==> src/rtl/sum_sq_ctrl_pkg.sv <==
// Shared constants and types for the sum-of-squares FIFO write controller.
package sum_sq_ctrl_pkg;

    // Avalon register addresses
    localparam logic [1:0] ADDR_DATA   = 2'd0;
    localparam logic [1:0] ADDR_STATUS = 2'd1;
    localparam logic [1:0] ADDR_CTRL   = 2'd2;
    localparam logic [1:0] ADDR_DROPS  = 2'd3;

    // STATUS bit positions
    localparam int unsigned ST_EMPTY_BIT = 0;
    localparam int unsigned ST_FULL_BIT  = 1;
    localparam int unsigned ST_OVF_BIT   = 2;
    localparam int unsigned ST_BUSY_BIT  = 3;
    localparam int unsigned ST_LEVEL_LSB = 8;

    // CONTROL bit positions
    localparam int unsigned CTRL_EN_BIT  = 0;
    localparam int unsigned CTRL_CLR_BIT = 1;

    // Downstream write sequencer states
    typedef enum logic [1:0] {
        IDLE  = 2'd0,
        WRITE = 2'd1,
        GAP   = 2'd2
    } wr_state_e;

    // Width of a level counter able to hold 0..depth
    function automatic int unsigned level_w(input int unsigned depth);
        return $clog2(depth) + 1;
    endfunction

endpackage

==> src/rtl/sum_sq_fifo_ctrl_if.sv <==
// Avalon-MM slave bus plus downstream FIFO write port of the controller.
interface sum_sq_fifo_ctrl_if #(
    parameter int unsigned DATA_W = 26
);
    logic [1:0]        address;
    logic              chipselect;
    logic              write_n;
    logic [31:0]       writedata;
    logic [31:0]       readdata;
    logic              fifo_full;
    logic              fifo_wrreq;
    logic [DATA_W-1:0] fifo_data;

    // CPU / environment side
    modport master (
        output address, chipselect, write_n, writedata, fifo_full,
        input  readdata, fifo_wrreq, fifo_data
    );

    // Controller side
    modport slave (
        input  address, chipselect, write_n, writedata, fifo_full,
        output readdata, fifo_wrreq, fifo_data
    );
endinterface

==> src/rtl/sum_sq_stage_queue.sv <==
// Circular staging queue; a push into a full queue succeeds when a pop happens in the same cycle.
module sum_sq_stage_queue #(
    parameter int unsigned DATA_W = 26,
    parameter int unsigned DEPTH  = 4
) (
    input  logic                     clk,
    input  logic                     reset_n,
    input  logic                     push,
    input  logic [DATA_W-1:0]        push_data,
    input  logic                     pop,
    input  logic                     clear,
    output logic [DATA_W-1:0]        head,
    output logic                     full,
    output logic                     empty,
    output logic [$clog2(DEPTH):0]   level
);
    localparam int unsigned PTR_W = $clog2(DEPTH);
    localparam int unsigned LVL_W = PTR_W + 1;

    logic [DATA_W-1:0] mem [DEPTH];
    logic [PTR_W-1:0]  wr_ptr;
    logic [PTR_W-1:0]  rd_ptr;
    logic              do_pop_c;
    logic              do_push_c;

    assign full      = (level == LVL_W'(DEPTH));
    assign empty     = (level == '0);
    assign head      = mem[rd_ptr];
    assign do_pop_c  = pop & ~empty & ~clear;
    assign do_push_c = push & (~full | do_pop_c) & ~clear;

    // Storage array; written only on an accepted push
    always_ff @(posedge clk or negedge reset_n) begin
        if (!reset_n) begin
            for (int i = 0; i < int'(DEPTH); i++) begin
                mem[i] <= '0;
            end
        end else if (do_push_c) begin
            mem[wr_ptr] <= push_data;
        end
    end

    // Pointers wrap naturally since DEPTH is a power of two; clear flushes everything
    always_ff @(posedge clk or negedge reset_n) begin
        if (!reset_n) begin
            wr_ptr <= '0;
            rd_ptr <= '0;
            level  <= '0;
        end else if (clear) begin
            wr_ptr <= '0;
            rd_ptr <= '0;
            level  <= '0;
        end else begin
            if (do_push_c) begin
                wr_ptr <= wr_ptr + PTR_W'(1);
            end
            if (do_pop_c) begin
                rd_ptr <= rd_ptr + PTR_W'(1);
            end
            case ({do_push_c, do_pop_c})
                2'b10:   level <= level + LVL_W'(1);
                2'b01:   level <= level - LVL_W'(1);
                default: level <= level;
            endcase
        end
    end

endmodule

==> src/rtl/sum_sq_fifo_ctrl.sv <==
// Avalon-MM controller that stages CPU sum-of-squares words and drains them into the SUM_SQ FIFO.
module sum_sq_fifo_ctrl
    import sum_sq_ctrl_pkg::*;
#(
    parameter int unsigned DATA_W     = 26,
    parameter int unsigned DEPTH      = 4,
    parameter int unsigned GAP_CYCLES = 0,
    parameter int unsigned CNT_W      = 16
) (
    input  logic               clk,
    input  logic               reset_n,
    sum_sq_fifo_ctrl_if.slave  bus
);
    localparam int unsigned LVL_W    = level_w(DEPTH);
    localparam int unsigned GAP_W    = (GAP_CYCLES > 1) ? $clog2(GAP_CYCLES) : 1;
    localparam int unsigned GAP_LAST = (GAP_CYCLES > 0) ? GAP_CYCLES - 1 : 0;

    // Bus decode
    logic              wr_c;
    logic              push_req_c;
    logic              ctrl_wr_c;
    logic              clear_c;
    logic              launch_c;
    logic              accept_c;
    logic              drop_c;

    // Register file
    logic              enable_q;
    logic              overflow_q;
    logic [CNT_W-1:0]  drops_q;
    logic [DATA_W-1:0] last_word_q;

    // Sequencer
    wr_state_e         state_q;
    wr_state_e         state_d;
    logic [GAP_W-1:0]  gap_cnt_q;
    logic              wrreq_q;
    logic              wrreq_d;
    logic [DATA_W-1:0] data_q;
    logic [DATA_W-1:0] data_d;

    // Queue status
    logic [DATA_W-1:0] q_head;
    logic              q_full;
    logic              q_empty;
    logic [LVL_W-1:0]  q_level;

    logic [31:0]       rdata_c;
    logic              unused_wdata;

    assign wr_c       = bus.chipselect & ~bus.write_n;
    assign push_req_c = wr_c & (bus.address == ADDR_DATA);
    assign ctrl_wr_c  = wr_c & (bus.address == ADDR_CTRL);
    assign clear_c    = ctrl_wr_c & bus.writedata[CTRL_CLR_BIT];

    // A launch pops the head; clear wins so a flushed word is never sent
    assign launch_c = (state_q == IDLE) & enable_q & ~q_empty & ~bus.fifo_full & ~clear_c;
    assign accept_c = push_req_c & ~clear_c & (~q_full | launch_c);
    assign drop_c   = push_req_c & ~clear_c & q_full & ~launch_c;

    // Upper writedata bits are don't-care for every register
    assign unused_wdata = ^bus.writedata;

    sum_sq_stage_queue #(
        .DATA_W (DATA_W),
        .DEPTH  (DEPTH)
    ) u_queue (
        .clk       (clk),
        .reset_n   (reset_n),
        .push      (accept_c),
        .push_data (bus.writedata[DATA_W-1:0]),
        .pop       (launch_c),
        .clear     (clear_c),
        .head      (q_head),
        .full      (q_full),
        .empty     (q_empty),
        .level     (q_level)
    );

    // Control, overflow, drop counter and last-accepted-word registers
    always_ff @(posedge clk or negedge reset_n) begin
        if (!reset_n) begin
            enable_q    <= 1'b0;
            overflow_q  <= 1'b0;
            drops_q     <= '0;
            last_word_q <= '0;
        end else begin
            if (ctrl_wr_c) begin
                enable_q <= bus.writedata[CTRL_EN_BIT];
            end
            if (clear_c) begin
                overflow_q <= 1'b0;
                drops_q    <= '0;
            end else if (drop_c) begin
                overflow_q <= 1'b1;
                if (drops_q != '1) begin
                    drops_q <= drops_q + CNT_W'(1);
                end
            end
            if (accept_c) begin
                last_word_q <= bus.writedata[DATA_W-1:0];
            end
        end
    end

    // Sequencer state register
    always_ff @(posedge clk or negedge reset_n) begin
        if (!reset_n) begin
            state_q <= IDLE;
        end else begin
            state_q <= state_d;
        end
    end

    // Sequencer next-state logic
    always_comb begin
        state_d = state_q;
        case (state_q)
            IDLE:    if (launch_c) state_d = WRITE;
            WRITE:   state_d = (GAP_CYCLES > 0) ? GAP : IDLE;
            GAP:     if (gap_cnt_q == GAP_W'(GAP_LAST)) state_d = IDLE;
            default: state_d = IDLE;
        endcase
    end

    // Sequencer output logic: next values of the registered FIFO write port
    always_comb begin
        wrreq_d = 1'b0;
        data_d  = data_q;
        if (launch_c) begin
            wrreq_d = 1'b1;
            data_d  = q_head;
        end
    end

    // Registered downstream write port
    always_ff @(posedge clk or negedge reset_n) begin
        if (!reset_n) begin
            wrreq_q <= 1'b0;
            data_q  <= '0;
        end else begin
            wrreq_q <= wrreq_d;
            data_q  <= data_d;
        end
    end

    // Inter-write gap counter, runs only while in GAP
    always_ff @(posedge clk or negedge reset_n) begin
        if (!reset_n) begin
            gap_cnt_q <= '0;
        end else if (state_q == GAP) begin
            gap_cnt_q <= gap_cnt_q + GAP_W'(1);
        end else begin
            gap_cnt_q <= '0;
        end
    end

    // Zero-wait-state read mux
    always_comb begin
        rdata_c = '0;
        case (bus.address)
            ADDR_DATA: rdata_c = 32'(last_word_q);
            ADDR_STATUS: begin
                rdata_c[ST_EMPTY_BIT]           = q_empty;
                rdata_c[ST_FULL_BIT]            = q_full;
                rdata_c[ST_OVF_BIT]             = overflow_q;
                rdata_c[ST_BUSY_BIT]            = (state_q != IDLE);
                rdata_c[ST_LEVEL_LSB +: LVL_W]  = q_level;
            end
            ADDR_CTRL:  rdata_c[CTRL_EN_BIT] = enable_q;
            ADDR_DROPS: rdata_c = 32'(drops_q);
            default:    rdata_c = '0;
        endcase
    end

    assign bus.readdata   = rdata_c;
    assign bus.fifo_wrreq = wrreq_q;
    assign bus.fifo_data  = data_q;

endmodule

==> src/flat_wrapper.sv <==
// flat-port wrapper written by rule: the top's interface ports become plain ports
module sum_sq_fifo_ctrl_flat import sum_sq_ctrl_pkg::*;
#(
    parameter int unsigned DATA_W     = 26,
    parameter int unsigned DEPTH      = 4,
    parameter int unsigned GAP_CYCLES = 0,
    parameter int unsigned CNT_W      = 16
)
  (clk, reset_n, bus_address, bus_chipselect, bus_write_n, bus_writedata, bus_fifo_full, bus_readdata, bus_fifo_wrreq, bus_fifo_data);
  sum_sq_fifo_ctrl_if #(.DATA_W(DATA_W)) bus_i ();
  input  logic clk;
  input  logic reset_n;
  input wire logic [$bits(bus_i.address)-1:0] bus_address;
  input wire logic [$bits(bus_i.chipselect)-1:0] bus_chipselect;
  input wire logic [$bits(bus_i.write_n)-1:0] bus_write_n;
  input wire logic [$bits(bus_i.writedata)-1:0] bus_writedata;
  input wire logic [$bits(bus_i.fifo_full)-1:0] bus_fifo_full;
  output wire logic [$bits(bus_i.readdata)-1:0] bus_readdata;
  output wire logic [$bits(bus_i.fifo_wrreq)-1:0] bus_fifo_wrreq;
  output wire logic [$bits(bus_i.fifo_data)-1:0] bus_fifo_data;
  assign bus_i.address = bus_address;
  assign bus_i.chipselect = bus_chipselect;
  assign bus_i.write_n = bus_write_n;
  assign bus_i.writedata = bus_writedata;
  assign bus_i.fifo_full = bus_fifo_full;
  assign bus_readdata = bus_i.readdata;
  assign bus_fifo_wrreq = bus_i.fifo_wrreq;
  assign bus_fifo_data = bus_i.fifo_data;
  sum_sq_fifo_ctrl #(.DATA_W(DATA_W), .DEPTH(DEPTH), .GAP_CYCLES(GAP_CYCLES), .CNT_W(CNT_W)) u_core (.clk(clk), .reset_n(reset_n), .bus(bus_i));
endmodule
==> config.mk <==
export PLATFORM = sky130hd
export DESIGN_NAME = sum_sq_fifo_ctrl_flat
export DESIGN_NICKNAME = d
export VERILOG_FILES = /design/src/rtl/sum_sq_ctrl_pkg.sv /design/src/rtl/sum_sq_fifo_ctrl_if.sv /design/src/rtl/sum_sq_stage_queue.sv /design/src/rtl/sum_sq_fifo_ctrl.sv /design/src/flat_wrapper.sv
export SDC_FILE = /design/constraint.sdc
export NUM_CORES = 1
export LEC_CHECK = 0
export BUFFER_PORTS_ARGS = -buffer_cell sky130_fd_sc_hd__buf_4
export CORE_ASPECT_RATIO = 0.9
export CORE_UTILIZATION = 40
export CTS_BUF_LIST = sky130_fd_sc_hd__clkbuf_8 sky130_fd_sc_hd__clkbuf_16
export CTS_CLUSTER_SIZE = 25
export DETAILED_ROUTE_END_ITERATION = 16
export MAX_ROUTING_LAYER = met4
export SYNTH_ARGS = -nofsm -noshare
export SYNTH_HDL_FRONTEND = slang
export SYNTH_SLANG_ARGS = --single-unit
export TNS_END_PERCENT = 10
==> constraint.sdc <==
create_clock -name clk -period 3.9 [get_ports clk]
set_input_delay 0.585 -clock clk [delete_from_list [all_inputs] [get_ports clk]]
set_output_delay 0.585 -clock clk [all_outputs]
set_load 0.01 [all_outputs]
==> key figures, run 1 <==
Status
  • Status: finished clean

Floorplan
  • Die height: 139 um
  • FP Rows: 49
  • I/O Pins: 98
  • Initial Util: 41.2%
  • Die area: 21300 um^2
  • Core area: 20100 um^2
  • Die width: 154 um

Synth
  • Cell Area, Synth: 8280 um^2
  • Area share of the largest cell type after synthesis: 55.3%
  • Post-synthesis register bit count: 183
  • Leading area contributor after synthesis: dfrtp_1
  • Synth Flop Type: dfrtp_1
  • Seq/Total Area, Yosys: 55.3%
  • Syn_area_per_cell: 14.5 um^2
  • Ranking of synthesized cells by area: dfrtp_1 55%, mux2_2 21%, mux4_2 7.1%
  • Synth cell count leaders: 183 x dfrtp_1, 157 x mux2_2, 30 x nor2_1
  • Synth Instances: 572
  • Most used standard cell by instance count after synthesis: dfrtp_1
  • Ys Warns: 0
  • Async SR Flop Fraction: 100%
  • Post-synth cell types: 47
  • EDFF count, synth: 0

Timing
  • RSZ-0062 raised after global routing: false
  • Final setup fails: 0
  • Hold_ws: 126 ps
  • Least-Margin Pin Slew: 1020 ps
  • Max-Slew Margin vs Limit: 31.7%
  • Final Hold Fails: 0
  • Setup TNS: 0 ps
  • Max Clock Skew: 8.09 ps
  • Fin. max-slew vios: 0
  • Period utilisation layout: 71.7%
  • Min Clock Period, post-route: 2800 ps
  • Final Worst Setup Slack: 1100 ps
  • Fmax: 0.358 GHz

Routing
  • Total wire length: 18100 um
  • DRC Markers: 0
  • DR pass1 iterations: 4
  • Routed length per instance: 19.6 um
  • Via count: 5006
  • Antenna-violating nets left: 0
  • Routed vias/inst: 5.41
  • Initial DRC Count: 296

GRT
  • Vias in the first global route: 5385
  • Overall Global Routing Usage: 18.8%
  • Initial antenna violation count: 0
  • First-pass GRT wire length: 29600 um
  • GRT overflow: 0
  • Pin count of the biggest net entering global routing: 78

Finish
  • Share of cells above drive strength 1: 47.3%
  • Number of nets in the layout: 709
  • Design area: 9790 um^2
  • Area growth from synthesis to layout: 18.1%
  • Reg area: 4580 um^2
  • Multi-input combinational cell area: 3510 um^2
  • Antenna diodes: 0
  • Fillers: 1720

Clock network
  • CTS buffer count: 17
  • CTS Hold Bufs: 0
  • CTS tree: yes
  • Worst-Skew Late Latency: 430 ps
  • TritonCTS Sinks: 183
  • Clk slew on worst S/H paths: 60 ps
  • Setup bufs post-CTS: 0
  • Post-CTS sizing: 0
  • H-tree levels: 4
  • CTS max path bufs: 2
  • Clk Tree Root Cell: clkbuf_16

Place
  • Dpl hpwl: 11900 um
  • Cell Area, Placed: 9170 um^2
  • Gpl congestion: 0.848
  • Buffers on Ports: 85
  • Worst slack at placement: 755 ps

Critical path
  • Crit path launch type: register
  • Crit-path max FO: 11
  • Arr. time, crit path: 3140 ps
  • Required time at the endpoint of the critical path: 4240 ps
  • CP endpoint kind: register
  • CP Class: register to register

Power and ir drop
  • Pwr Density: 701 nW/um^2
  • LEAKAGE: 4.52 nW
  • Peak VDD IR: 332 uV

Worst hold path
  • Hold Crit Class: input port to asynchronous set/reset pin

Run
  • Max_cap viols: 0
where the power goes:
part	internal, mW	leakage [nW]	switching [mW]
combinational	1.24	1.86	0.674
clock	1.03	0.306	0.745
sequential	2.63	2.36	0.536
total	4.90	4.52	1.96
state kept, by name, summed over array words and instances, names as in the netlist:
signal                 flops
u_core.u_queue.rd_ptr      2
u_core.overflow_q          1
u_core.u_queue.level       3
u_core.u_queue.mem       104
u_core.last_word_q        26
u_core.state_q             1
u_core.bus.fifo_wrreq      1
u_core.drops_q            16
u_core.bus.fifo_data      26
u_core.u_queue.wr_ptr      2
u_core.enable_q            1
area by class of cell:
cell class | instances | area share (%)
clock buffer | 18 | 4.49
clock inverter | 14 | 1.78
inverter | 8 | 0.307
multi-input combinational | 352 | 35.9
sequential | 183 | 46.8
tap | 255 | 3.26
timing repair buffer | 95 | 7.45
cells in the final DEF (no fill, tap or decap), types with 4 or more instances in the layout:
cell type,n
a222oi_1,6
a21oi_1,11
o21ai_0,5
inv_1,10
ha_1,12
mux4_2,26
or3_1,4
mux2i_1,4
mux2_2,157
dfrtp_1,182
and2_1,10
buf_4,93
nand2_1,8
a22oi_1,10
nor2_1,30
nand4_1,4
or4_1,6
nand2_2,4
clkbuf_16,17
o31ai_1,5
conb_1,6
nand3_1,8
xnor2_1,8
critical path, stage by stage, from the launching register on:
cell and delay, ps:
dfrtp_1 390, or3b_1 540, a21oi_4 460, inv_1 90, ha_1 230, fa_1 380
xnor2_1 160, or3_1 310, a21oi_1 150
metrics by stage:
stage	utilization, %	std cells	total power, mW
2_1_floorplan	-	577	4.40
3_3_place_gp	45.6	893	5.02
3_5_place_dp	45.6	893	5.15
4_1_cts	48.7	925	6.95
5_1_grt	48.7	925	7.27
6_report	48.7	925	6.86
worst paths after layout:
check / start / endpoint / slack [ps] / cells after the start
worst max-delay path: u_core.state_q[0] / u_core.u_queue.level[2] / 1100 / 8
worst min-delay path: reset_n / u_core.bus.fifo_data[13] / 130 / 1
worst max register to register: u_core.state_q[0] / u_core.u_queue.level[2] / 1100 / 8
worst min register to register: u_core.u_queue.mem[35] / u_core.u_queue.mem[35] / 500 / 1
max in group asynchronous: reset_n / u_core.u_queue.rd_ptr[0] / 2670 / 2
min in group clk: bus_writedata[5] / u_core.u_queue.mem[83] / 420 / 2
routing by layer:
layer,global-route usage [%],wire [um],up-vias
met5,-,0,-
met4,6.11,189,0
met3,3.64,682,16
met2,30.1,9140,101
met1,24.1,8120,2622
li1,-,-,2267
logic make-up (layout without fill, tap and decap cells):
kind of cell | count (synthesis) | after routing | share of synthesized area, %
mux | 187 | 187 | 28.9
flops | 183 | 183 | 55.3
simple gates | 91 | 91 | 6.21
compound gates | 45 | 45 | 3.93
buf+inv | 42 | 135 | 2.52
fa+ha+maj | 13 | 13 | 2.05
xor+xnor | 10 | 10 | 1.06
other cells | 1 | 6 | 0.0453
No activity file was read; power rests on OpenSTA's default activity.
==> run 2, diff against run 1 <==
Clock period 3.9 ns to 2.95 ns, I/O delays scaled along.
==> run 2 against run 1 <==
Net effect:
- global-route usage shrank 0.10 points
- clock power rose by 35%
- critical endpoint is now bus_readdata[23]
- critical path depth down 2
==> key figures, run 2 (synthesized netlist as in run 1, its figures left out) <==
Status
  • Status: finished clean

Clock network
  • Setup bufs post-CTS: 0
  • CTS Hold Bufs: 0
  • Post-CTS sizing: 0
  • CTS buffer count: 17
  • Worst-Skew Late Latency: 430 ps
  • CTS max path bufs: 2
  • CTS tree: yes
  • TritonCTS Sinks: 183
  • Clk slew on worst S/H paths: 70 ps
  • H-tree levels: 4
  • Clk Tree Root Cell: clkbuf_16

Finish
  • Share of cells above drive strength 1: 48.7%
  • Most frequent cells in the layout: 182 x dfrtp_1, 157 x mux2_2, 106 x buf_4
  • Most common cell after layout, fill and taps aside: dfrtp_1
  • Number of nets in the layout: 723
  • Area growth from synthesis to layout: 19.6%
  • Antenna diodes: 0
  • Final Non-Filler Cells: 939
  • Design area: 9910 um^2
  • Max FFs per register: 104
  • Fillers: 1740
  • Biggest register: u_core.u_queue.mem
  • Final core utilization: 49.3%

Timing
  • Min Clock Period, post-route: 2680 ps
  • Period utilisation layout: 90.8%
  • Final Hold Fails: 0
  • Fmax: 0.373 GHz
  • Hold_ws: 19.5 ps
  • Max Clock Skew: 10.7 ps
  • Fin. max-slew vios: 0
  • Setup TNS: 0 ps
  • Final setup fails: 0
  • RSZ-0062 raised after global routing: false
  • Max-Slew Margin vs Limit: 37.7%
  • Least-Margin Pin Slew: 932 ps

Floorplan
  • Die area: 21300 um^2
  • Core area: 20100 um^2
  • Initial Util: 41.2%
  • Die height: 139 um
  • I/O Pins: 98
  • FP Rows: 49
  • Die width: 154 um

Critical path
  • Arr. time, crit path: 2240 ps
  • Largest delay share family, worst path: simple AND/OR/NAND/NOR gates
  • Crit path launch type: input port
  • CP endpoint kind: output port
  • CP Class: input port to output port
  • Crit-path max cell delay: 780 ps
  • Cell Chain, Critical Path: buf_4 > inv_1 > ha_1 > nor2b_1 > and2_1 > buf_4
  • Required time at the endpoint of the critical path: 2510 ps
  • CP bufs+invs: 3
  • Crit-path most repeated cell: buf_4
  • Max stage delay cell, worst path: nor2b_1
  • Crit-path max FO: 10

Place
  • Gpl congestion: 0.825
  • Buffers on Ports: 85
  • Cells after DPL: 907
  • Dpl hpwl: 12400 um
  • Cell Area, Placed: 9290 um^2

Routing
  • Routed vias/inst: 5.49
  • Initial DRC Count: 333
  • DRC Markers: 0
  • Antenna-violating nets left: 0
  • Total wire length: 18200 um
  • Via count: 5153
  • DR pass1 iterations: 5
  • Routed length per instance: 19.4 um

Power and ir drop
  • Sequential share of power: 44.5%
  • Pint: 6.52 mW
  • Pwr Density: 925 nW/um^2
  • Peak VDD IR: 409 uV
  • LEAKAGE: 4.59 nW
  • Combinational share of power: 29.3%
  • Switching Power: 2.65 mW
  • Switching share of power: 28.9%
  • Part of the power in the clock network: 26.3%

Worst hold path
  • Hold Crit Class: input port to asynchronous set/reset pin

Run
  • Max_cap viols: 0

GRT
  • GRT overflow: 0
  • Initial antenna violation count: 1
  • First-pass GRT wire length: 29400 um
  • Overall Global Routing Usage: 18.7%
  • Pin count of the biggest net entering global routing: 72
  • Vias in the first global route: 5395
==> run 2: cell count changes in the layout (fill, tap and decap cells not counted), sizes merged <==
cell / delta
inv: +2
buf: +14
clkinv: -1
clkbuf: -1
==> run 2: area by class of cell <==
cell class	count	area, um^2	area share (%)
Clock buffer	17	425	4.29
Clock inverter	15	190	1.92
Inverter	8	30.0	0.303
Multi-Input combinational cell	352	3510	35.5
Sequential cell	183	4580	46.2
Tap cell	255	319	3.22
Timing Repair Buffer	109	847	8.55
==> run 2: worst paths after layout <==
path / cells past startpoint / from / slack [ps] / end
worst max-delay path: 6 / bus_address[0] / 270 / bus_readdata[23]
worst min-delay path: 1 / reset_n / 20 / u_core.bus.fifo_data[13]
worst max register to register: 8 / u_core.state_q[0] / 490 / u_core.u_queue.level[2]
worst min register to register: 1 / u_core.last_word_q[24] / 500 / u_core.last_word_q[24]
max in group asynchronous: 2 / reset_n / 2090 / u_core.u_queue.mem[49]
min in group clk: 2 / bus_writedata[13] / 280 / u_core.u_queue.mem[39]
==> run 2: layer usage <==
layer / share of wire, % / wire [um] / global-route usage, %
met3: 4.2 / 767 / 3.54
met4: 1.3 / 243 / 6.00
met5: 0 / 0 / -
met2: 50 / 9030 / 29.7
met1: 45 / 8190 / 24.3
==> run 2: power by group through the flow <==
stage | sequential [mW] | clock, mW | combinational, mW
5_1_grt | 4.21 | 2.56 | 2.92
6_report | 4.08 | 2.41 | 2.68
3_5_place_dp | 4.13 | 0 | 2.72
3_3_place_gp | 4.05 | 0 | 2.65
2_1_floorplan | 3.97 | 0 | 1.85
4_1_cts | 4.09 | 2.47 | 2.74
==> run 2: per-stage QoR <==
step | power (mW) | setup slack (ps)
after detailed placement | 6.86 | 207
after floorplan | 5.82 | 131
after CTS | 9.29 | 241
final | 9.17 | 271
after global routing | 9.69 | 160
after global placement | 6.70 | 250
==> run 3, diff against run 2 <==
Settings changed: CORE_MARGIN set to 5.
==> run 3 against run 2 <==
Net effect:
- combinational power about the same
- non-clock buffer count shrank 5
- power decreased by 0.70%
- sequential cell count stayed put
- critical path type unchanged
- largest power group unchanged
==> key figures, run 3 (synthesized netlist as in run 1, its figures left out) <==
Status
  • Status: finished clean

Routing
  • Antenna-violating nets left: 0
  • Initial DRC Count: 370
  • Total wire length: 18800 um
  • DR pass1 iterations: 4
  • Routed length per instance: 20.0 um
  • Routed vias/inst: 5.36
  • Via count: 5034
  • DRC Markers: 0

Timing
  • Max-Slew Margin vs Limit: 30.7%
  • Least-Margin Pin Slew: 1040 ps
  • Max Clock Skew: 9.83 ps
  • Min Clock Period, post-route: 2750 ps
  • Fmax: 0.364 GHz
  • RSZ-0062 raised after global routing: false
  • Final setup fails: 0
  • Final Worst Setup Slack: 205 ps
  • Fin. max-slew vios: 0
  • Setup TNS: 0 ps
  • Period utilisation layout: 93.1%
  • Final Hold Fails: 0

GRT
  • Initial antenna violation count: 1
  • First-pass GRT wire length: 30600 um
  • Pin count of the biggest net entering global routing: 80
  • Vias in the first global route: 5466
  • Overall Global Routing Usage: 17.0%
  • GRT overflow: 0

Critical path
  • Reg2Reg Launch Point: u_core.state_q[0]
  • CP Class: input port to output port
  • Crit-path max FO: 10
  • Reg2reg end: u_core.u_queue.level[2]
  • Reg2reg setup slack: 510 ps
  • Arr. time, crit path: 2300 ps
  • Required time at the endpoint of the critical path: 2510 ps
  • CP endpoint kind: output port
  • CP startpoint: bus_address[0]
  • FF-to-FF path depth: 8
  • Crit path launch type: input port

Power and ir drop
  • Peak VDD IR: 376 uV
  • Pwr Density: 917 nW/um^2
  • Switching Power: 2.60 mW
  • Combinational share of power: 29.2%
  • Pint: 6.50 mW
  • Switching share of power: 28.6%
  • Part of the power in the clock network: 25.6%
  • Sequential share of power: 45.2%
  • LEAKAGE: 4.59 nW

Clock network
  • H-tree levels: 4
  • CTS buffer count: 17
  • Clk slew on worst S/H paths: 70 ps
  • CTS max path bufs: 2
  • Clk Tree Root Cell: clkbuf_16
  • Post-CTS sizing: 0
  • Worst-Skew Late Latency: 430 ps
  • TritonCTS Sinks: 183
  • CTS tree: yes

Floorplan
  • Initial Util: 40.2%
  • Die area: 23700 um^2
  • Core area: 20600 um^2
  • Die width: 162 um
  • I/O Pins: 98
  • FP Rows: 50
  • Die height: 147 um

Worst hold path
  • WHS Path Cells: 2
  • Hold Crit Class: input port to register
  • WHS Endpoint: u_core.u_queue.mem[69]
  • HP Start: bus_writedata[17]

Finish
  • Most frequent cells in the layout: 182 x dfrtp_1, 157 x mux2_2, 95 x buf_4
  • Biggest register: u_core.u_queue.mem
  • Antenna diodes: 0
  • Final core utilization: 48.2%
  • Number of nets in the layout: 718
  • Area growth from synthesis to layout: 19.9%
  • Max FFs per register: 104
  • Share of cells above drive strength 1: 48.2%
  • Most common cell after layout, fill and taps aside: dfrtp_1

Place
  • Buffers on Ports: 85
  • Worst slack at placement: 146 ps
  • Dpl hpwl: 12500 um
  • Gpl congestion: 0.822

Run
  • Max_cap viols: 0
==> run 3: changes by cell type in the layout (fill, tap and decap cells not counted), sizes merged <==
cell         delta
dlygate4sd3     +1
clkbuf          +3
bufinv          -1
inv             -3
buf             -6
clkinv          +1
==> run 3: layout make-up <==
class / instances / area [um^2]
clock buffers: 20 / 467
clock inverters: 12 / 138
fillers: 1805 / 10700
inverters: 8 / 30.0
multi-input cells: 352 / 3510
flip-flops and latches: 183 / 4580
well taps: 260 / 325
repair buffers: 104 / 875
==> run 3: power groups by stage <==
stage               registers, mW  clock network [mW]  logic (mW)
floorplan                    3.97                   0        1.85
global placement             4.09                   0        2.62
detailed placement           4.18                   0        2.71
CTS                          4.13                2.39        2.72
global route                 4.25                2.49        2.92
finish                       4.12                2.33        2.66
==> run 3: what timing repair did <==
item | 4_1_cts | 5_1_grt
setup buffers | 0 | 0
hold buffers | 1 | 0
endpoints found under the hold margin | 42 | 0
==> run 3: per-layer routing <==
layer	up-vias	global-route usage, %	wire length, um
li1	2290	-	-
met1	2633	22.6	8640
met2	101	26.7	9140
met3	10	4.37	925
met4	0	3.42	122
met5	-	-	0
==> run 3: worst max-delay path by stage <==
| stage | to | slack, ps |
|---|---|---|
| 2_1_floorplan | u_core.u_queue.level[2] | 130 |
| 3_3_place_gp | bus_readdata[21] | 170 |
| 3_5_place_dp | bus_readdata[16] | 150 |
| 4_1_cts | bus_readdata[23] | 140 |
| 5_1_grt | bus_readdata[23] | 60 |
| 6_report | bus_readdata[23] | 200 |
==> run 3: through the flow <==
step	cells	instance area [um^2]	hold slack (ps)	total power, mW
floorplan	577	8300	147	5.82
global placement	906	9310	442	6.71
detailed placement	906	9310	445	6.89
CTS	939	9930	261	9.24
global route	939	9930	267	9.66
finish	939	9930	281	9.10
==> run 3: worst max-delay path: stages <==
cell and delay [ps]:
buf_4 90, inv_1 80, ha_1 460, nor2b_1 860
and2_1 250, buf_4 120
